<file path="config.mk">
export PLATFORM = sky130hd
export DESIGN_NAME = imm_gen_pipe_flat
export DESIGN_NICKNAME = d
export VERILOG_FILES = /design/src/rtl/imm_gen_if.sv /design/src/rtl/imm_gen_pipe.sv /design/src/flat_wrapper.sv
export SDC_FILE = /design/constraint.sdc
export NUM_CORES = 1
export LEC_CHECK = 0
export BUFFER_PORTS_ARGS = -buffer_cell sky130_fd_sc_hd__buf_2
export CAP_MARGIN = 25
export CORE_MARGIN = 2
export CORE_UTILIZATION = 51
export DETAILED_ROUTE_END_ITERATION = 8
export PLACE_DENSITY = 0.74
export RECOVER_POWER = 50
export SYNTH_ARGS = -nofsm -noshare
export SYNTH_HDL_FRONTEND = slang
export SYNTH_SLANG_ARGS = --single-unit
</file>
<file path="constraint.sdc">
create_clock -name clk -period 5.44 [get_ports clk]
set_input_delay 1.36 -clock clk [delete_from_list [all_inputs] [get_ports clk]]
set_output_delay 1.36 -clock clk [all_outputs]
set_load 0.005 [all_outputs]
</file>
<file path="src/rtl/imm_gen_if.sv">
// Decode-stage bundle carrying instructions into imm_gen_pipe and decoded immediates out of it.
// Valid/ready rule: a beat transfers at a rising edge exactly when valid & ready; the source
// holds its payload stable while valid & ~ready, and ready never depends on same-cycle valid.
interface imm_gen_if #(parameter int XLEN = 32);
    logic             in_valid;
    logic             in_ready;
    logic [31:0]      instruction;
    logic [2:0]       imm_src;
    logic [XLEN-1:0]  pc;
    logic             out_valid;
    logic             out_ready;
    logic [XLEN-1:0]  out_immediate;
    logic [XLEN-1:0]  out_target;
    logic             out_illegal;

    modport master (
        output in_valid, instruction, imm_src, pc, out_ready,
        input  in_ready, out_valid, out_immediate, out_target, out_illegal
    );

    modport slave (
        input  in_valid, instruction, imm_src, pc, out_ready,
        output in_ready, out_valid, out_immediate, out_target, out_illegal
    );
endinterface

</file>
<file path="src/rtl/imm_gen_pipe.sv">
// RISC-V immediate decoder with pc+imm precompute, registered behind a two-entry skid buffer.
// The output register is the FIFO head and the skid register holds the second entry.
module imm_gen_pipe #(
    parameter int XLEN = 32
) (
    input  logic     clk,
    input  logic     rst,
    input  logic     flush,
    imm_gen_if.slave bus
);
    localparam int SHAMT_W = $clog2(XLEN);

    if (XLEN != 32 && XLEN != 64) begin : g_bad_xlen
        $error("imm_gen_pipe: XLEN must be 32 or 64");
    end

    logic [6:0]      opcode;
    logic [2:0]      funct3;
    logic            is_shift_f3;
    logic [XLEN-1:0] imm_raw;
    logic            illegal_raw;
    logic [XLEN-1:0] target_raw;

    logic            skid_valid;
    logic [XLEN-1:0] skid_immediate;
    logic [XLEN-1:0] skid_target;
    logic            skid_illegal;

    logic            accept;
    logic            drain;

    assign opcode      = bus.instruction[6:0];
    assign funct3      = bus.instruction[14:12];
    assign is_shift_f3 = (funct3 == 3'b001) || (funct3 == 3'b101);

    always_comb begin
        imm_raw     = '0;
        illegal_raw = 1'b0;
        case (bus.imm_src)
            3'b000: begin
                // Shift immediates carry funct7 in the upper bits, so only shamt is kept.
                if (opcode == 7'b0010011 && is_shift_f3)
                    imm_raw = XLEN'(bus.instruction[19+SHAMT_W:20]);
                else if (XLEN == 64 && opcode == 7'b0011011 && is_shift_f3)
                    imm_raw = XLEN'(bus.instruction[24:20]);
                else
                    imm_raw = XLEN'($signed(bus.instruction[31:20]));
            end
            3'b001: imm_raw = XLEN'($signed({bus.instruction[31:25], bus.instruction[11:7]}));
            3'b010: imm_raw = XLEN'($signed({bus.instruction[31], bus.instruction[7],
                                              bus.instruction[30:25], bus.instruction[11:8], 1'b0}));
            3'b011: imm_raw = XLEN'($signed({bus.instruction[31], bus.instruction[19:12],
                                              bus.instruction[20], bus.instruction[30:21], 1'b0}));
            3'b100: imm_raw = XLEN'($signed({bus.instruction[31:12], 12'b0}));
            3'b101: imm_raw = XLEN'(bus.instruction[19:15]);
            default: illegal_raw = 1'b1;
        endcase
    end

    assign target_raw = bus.pc + imm_raw;

    // in_ready comes straight from a flop so out_ready never reaches the upstream stage.
    assign bus.in_ready = ~skid_valid;
    assign accept       = bus.in_valid & ~skid_valid;
    assign drain        = bus.out_valid & bus.out_ready;

    always_ff @(posedge clk or posedge rst) begin
        if (rst) begin
            bus.out_valid     <= 1'b0;
            bus.out_immediate <= '0;
            bus.out_target    <= '0;
            bus.out_illegal   <= 1'b0;
            skid_valid        <= 1'b0;
            skid_immediate    <= '0;
            skid_target       <= '0;
            skid_illegal      <= 1'b0;
        end else if (flush) begin
            bus.out_valid <= 1'b0;
            skid_valid    <= 1'b0;
        end else if (!bus.out_valid || drain) begin
            if (skid_valid) begin
                bus.out_valid     <= 1'b1;
                bus.out_immediate <= skid_immediate;
                bus.out_target    <= skid_target;
                bus.out_illegal   <= skid_illegal;
                skid_valid        <= 1'b0;
            end else if (accept) begin
                bus.out_valid     <= 1'b1;
                bus.out_immediate <= imm_raw;
                bus.out_target    <= target_raw;
                bus.out_illegal   <= illegal_raw;
            end else begin
                bus.out_valid <= 1'b0;
            end
        end else if (accept) begin
            skid_valid     <= 1'b1;
            skid_immediate <= imm_raw;
            skid_target    <= target_raw;
            skid_illegal   <= illegal_raw;
        end
    end
endmodule

</file>
<file path="src/flat_wrapper.sv">
// flat-port wrapper written by rule: the top's interface ports become plain ports
module imm_gen_pipe_flat 
#(
    parameter int XLEN = 32
)
  (clk, rst, flush, bus_in_valid, bus_instruction, bus_imm_src, bus_pc, bus_out_ready, bus_in_ready, bus_out_valid, bus_out_immediate, bus_out_target, bus_out_illegal);
  imm_gen_if #(.XLEN(XLEN)) bus_i ();
  input  logic clk;
  input  logic rst;
  input  logic flush;
  input wire logic [$bits(bus_i.in_valid)-1:0] bus_in_valid;
  input wire logic [$bits(bus_i.instruction)-1:0] bus_instruction;
  input wire logic [$bits(bus_i.imm_src)-1:0] bus_imm_src;
  input wire logic [$bits(bus_i.pc)-1:0] bus_pc;
  input wire logic [$bits(bus_i.out_ready)-1:0] bus_out_ready;
  output wire logic [$bits(bus_i.in_ready)-1:0] bus_in_ready;
  output wire logic [$bits(bus_i.out_valid)-1:0] bus_out_valid;
  output wire logic [$bits(bus_i.out_immediate)-1:0] bus_out_immediate;
  output wire logic [$bits(bus_i.out_target)-1:0] bus_out_target;
  output wire logic [$bits(bus_i.out_illegal)-1:0] bus_out_illegal;
  assign bus_i.in_valid = bus_in_valid;
  assign bus_i.instruction = bus_instruction;
  assign bus_i.imm_src = bus_imm_src;
  assign bus_i.pc = bus_pc;
  assign bus_i.out_ready = bus_out_ready;
  assign bus_in_ready = bus_i.in_ready;
  assign bus_out_valid = bus_i.out_valid;
  assign bus_out_immediate = bus_i.out_immediate;
  assign bus_out_target = bus_i.out_target;
  assign bus_out_illegal = bus_i.out_illegal;
  imm_gen_pipe #(.XLEN(XLEN)) u_core (.clk(clk), .rst(rst), .flush(flush), .bus(bus_i));
endmodule
</file>
==> flow_metrics.py <==
metrics = {
    "job": {
        "maxCapViolations": 2,
    },
    "clock_network": {
        "ctsHoldBuffers": 0,
        "post_cts_buffers": 0,
        "insertion_delay_ns": 0.42,
        "htree_levels": 4,
        "cts_inserted_buffers": 17,
        "cts-root-buf": "clkbuf_16",
        "cts.repair.resized": 0,
        "cts_buffer_depth": 2,
        "clk_pin_slew_ns": 0.05,
        "tritoncts": "yes",
        "cts_sinks": 132,
    },
    "logic_synthesis": {
        "synthFlopType": "dfrtp_1",
        "synth-seq-cells": 132,
        "syn_inst": 853,
        "synth-edff-count": 0,
        "postSynthAreaPerCell_um2": 8.965,
        "ys_seq_area_frac": 0.4319,
        "postSynth.asyncResetShare": 1.000,
        "synth_cell_types": 51,
        "syn_nets": 957,
        "synth_area_mm2": 0.007647,
        "synth_warnings": 0,
    },
    "run_status": {
        "failed_checks": "capacitance limit, slew limit",
        "outcome": "complete, but fails checks",
    },
    "power": {
        "switching_share": 0.3131,
        "internal_power_w": 0.002179,
        "combPwrFrac": 0.247,
        "vdd_drop_max_uv": 239.3,
        "seqPwrFrac": 0.423,
        "pwr_density_cell_mw_per_mm2": 351.7,
        "p_sw_w": 0.0009929,
        "p_leak_nw": 4.385,
        "p_clk_frac": 0.330,
    },
    "detailed_routing": {
        "drtIter0Drc": 377,
        "vias": 6709,
        "post-route-drc-count": 0,
        "routedWlPerCell_um": 17.90,
        "drt-pass1-iter-count": 5,
        "drt-vias-per-instance": 5.754,
        "drt_wl_total_mm": 20.88,
        "ant_nets": 0,
    },
    "finish": {
        "finalNetCount": 1073,
        "diodes": 0,
        "drive_above_1_share": 0.2291,
        "final_cells": 1166,
        "synthToLayoutAreaGrowth_pct": 17.92,
    },
    "sta": {
        "hold_viol": 0,
        "fin_skew_ns": 0.008364,
        "rsz0062_at_grt": "no",
        "slew_viol_final": 135,
        "tightest_slew_ns": 2.377,
        "tns_ns": 0,
        "fin_crit_ns": 4.796,
        "setup_viol": 0,
        "slew-limit-headroom": -0.5931,
        "max_freq_mhz": 208.5,
        "fin_crit_sh": 0.8816,
    },
    "floorplanning": {
        "num_rows": 44,
        "start_util": 0.5242,
        "die_area_mm2": 0.01599,
        "die_x_um": 126.5,
        "core_region_area_mm2": 0.01459,
        "fp.dieH_um": 126.5,
        "ios": 139,
    },
    "placement": {
        "place_congestion": 0.9423,
        "dp_hpwl_mm": 15.12,
        "placedCellCount": 1134,
        "port_buffers": 138,
    },
    "critical_path": {
        "critPathMaxFanout": 8,
        "max_stage_delay_ns": 0.43,
        "crit_start": "bus_instruction[2]",
        "worst_setup_path_end_kind": "flip-flop",
        "crit_chain": "buf_2 > nor4b_1 > a41oi_1 > and2_1 > nor2b_1 > a21oi_1 > o21ai_0 > ha_1 > a21o_1 > a21o_1 > a2111oi_0 > nor3_1 > a32oi_2 > o31ai_4 > and3_1 > or3_1",
        "crit_type": "in -> reg",
        "critPathArrivalTime_ns": 5.09,
        "crit_path_start_kind": "input port",
        "required_ns": 5.74,
        "cpMostUsedCell": "a21o_1",
        "timing.rr.start": "u_core.skid_valid",
        "cp_slowest_cell": "nor4b_1",
    },
    "min_path": {
        "min-delay-start": "u_core.bus.out_target[25]",
        "hold_path_class": "reg -> reg",
    },
    "grt": {
        "grt_pass1_wl_mm": 33.40,
        "grt_max_degree": 82,
        "antenna_found_initial": 0,
        "track_usage": 0.2658,
        "grt_pass1_vias": 6304,
        "gr-total-overflow": 0,
    },
}
flip-flops by register name (all words and copies together) (netlist names):
name                      cells
u_core.bus.out_illegal        1
u_core.bus.out_immediate     32
u_core.bus.out_target        32
u_core.bus.out_valid          1
u_core.skid_illegal           1
u_core.skid_immediate        32
u_core.skid_target           32
u_core.skid_valid             1
layout by cell type (no fill, tap or decap), drive strengths merged, types with 20 or more instances in the layout:
master,n
buf,143
dfrtp,132
nand2,119
o21ai,98
a21oi,84
nor2,65
mux2,38
ha,31
clkbuf,31
nand3,24
mux2i,23
xnor2,20
cell type report:
cell class                 count  area [um2]
tap                          184       230.2
sequential                   132        3304
fill                        1302        5572
timing repair buffer         152       783.3
multi-input combinational    647        4084
clock inverter                10       78.83
clock buffer                  22       464.2
inverter                      19       72.57
path summary, 6_finish.rpt:
path	to	slack, ns	cells past startpoint
worst min register to register	u_core.bus.out_target[25]	0.47	2
worst max-delay path	u_core.bus.out_target[31]	0.64	16
worst min-delay path	u_core.bus.out_target[25]	0.47	2
worst max register to register	u_core.bus.out_immediate[15]	2.73	5
max in group asynchronous	u_core.skid_target[20]	1.07	3
min in group asynchronous	u_core.bus.out_target[3]	1.58	2
critical path, delay by kind of cell:
family,cells,cell delay (ns)
simple gates,6,1.50
fa+ha+maj,1,0.33
compound gates,8,1.80
buf+inv,1,0.10
power groups by stage:
stage / Sequential, W / Combinational, W / Clock (W)
5_1_grt: 0.00137 / 0.000879 / 0.00110
6_report: 0.00134 / 0.000783 / 0.00105
2_1_floorplan: 0.00134 / 0.000505 / 0
3_3_place_gp: 0.00134 / 0.000773 / 0
4_1_cts: 0.00134 / 0.000793 / 0.00106
3_5_place_dp: 0.00135 / 0.000788 / 0
metrics by stage:
| step | instance area (um2) | utilization | total power (W) | setup WS [ns] | hold slack, ns |
|---|---|---|---|---|---|
| final | 9017 | 0.6181 | 0.003172 | 0.6442 | 0.4671 |
| after global placement | 8501 | 0.5827 | 0.002118 | 0.3546 | 0.4549 |
| after global routing | 9017 | 0.6181 | 0.003351 | 0.3093 | 0.4881 |
| after CTS | 9044 | 0.6199 | 0.003191 | 0.7411 | 0.4729 |
| after floorplan | 7647 | - | 0.001846 | 0.5052 | 0.4423 |
| after detailed placement | 8501 | 0.5827 | 0.002142 | 0.3462 | 0.4613 |
cells in the mapped netlist (2+ instances only):
master	instances	share of area
dfrtp_1	132	0.43
buf_1	10	0.0049
nand4_1	4	0.0033
a221oi_1	9	0.010
clkbuf_1	44	0.022
nor2_1	65	0.032
nand2_1	119	0.058
o21a_1	6	0.0059
xor2_1	12	0.014
or3_1	3	0.0025
nand2b_1	3	0.0025
o21ai_0	95	0.062
ha_1	31	0.051
mux2i_1	23	0.030
nor2b_1	5	0.0041
xnor2_1	20	0.023
a22oi_1	2	0.0020
o31ai_4	2	0.0056
a31oi_1	17	0.014
mux2_2	38	0.056
and3_1	15	0.012
a21oi_1	84	0.055
inv_1	19	0.0093
nand3_1	24	0.016
o21ai_1	2	0.0013
o41ai_4	2	0.0072
a21o_1	11	0.011
nor3_1	17	0.011
o21bai_1	7	0.0069
and2_1	10	0.0082
a211oi_1	2	0.0020
cells by family (layout without fill, tap and decap cells):
kind of cell / Yosys count / count (layout) / share of synthesized area
multiplexers: 61 / 61 / 0.08606
adder cells (fa/ha/maj): 32 / 32 / 0.05334
flip-flops: 132 / 132 / 0.4319
buffers and inverters: 74 / 203 / 0.03649
AND/OR/NAND/NOR: 272 / 272 / 0.1574
XOR/XNOR: 32 / 32 / 0.03665
AO/OA/AOI/OAI: 250 / 250 / 0.1981
routing by layer:
metal / track usage / vias up / wire length, um
li1: - / 3244 / -
met1: 0.3663 / 3231 / 9340
met2: 0.4196 / 205 / 9783
met3: 0.05146 / 29 / 1179
met4: 0.09761 / 0 / 574
met5: 0 / - / 0
Note: power is estimated with default switching activity, not from simulation.
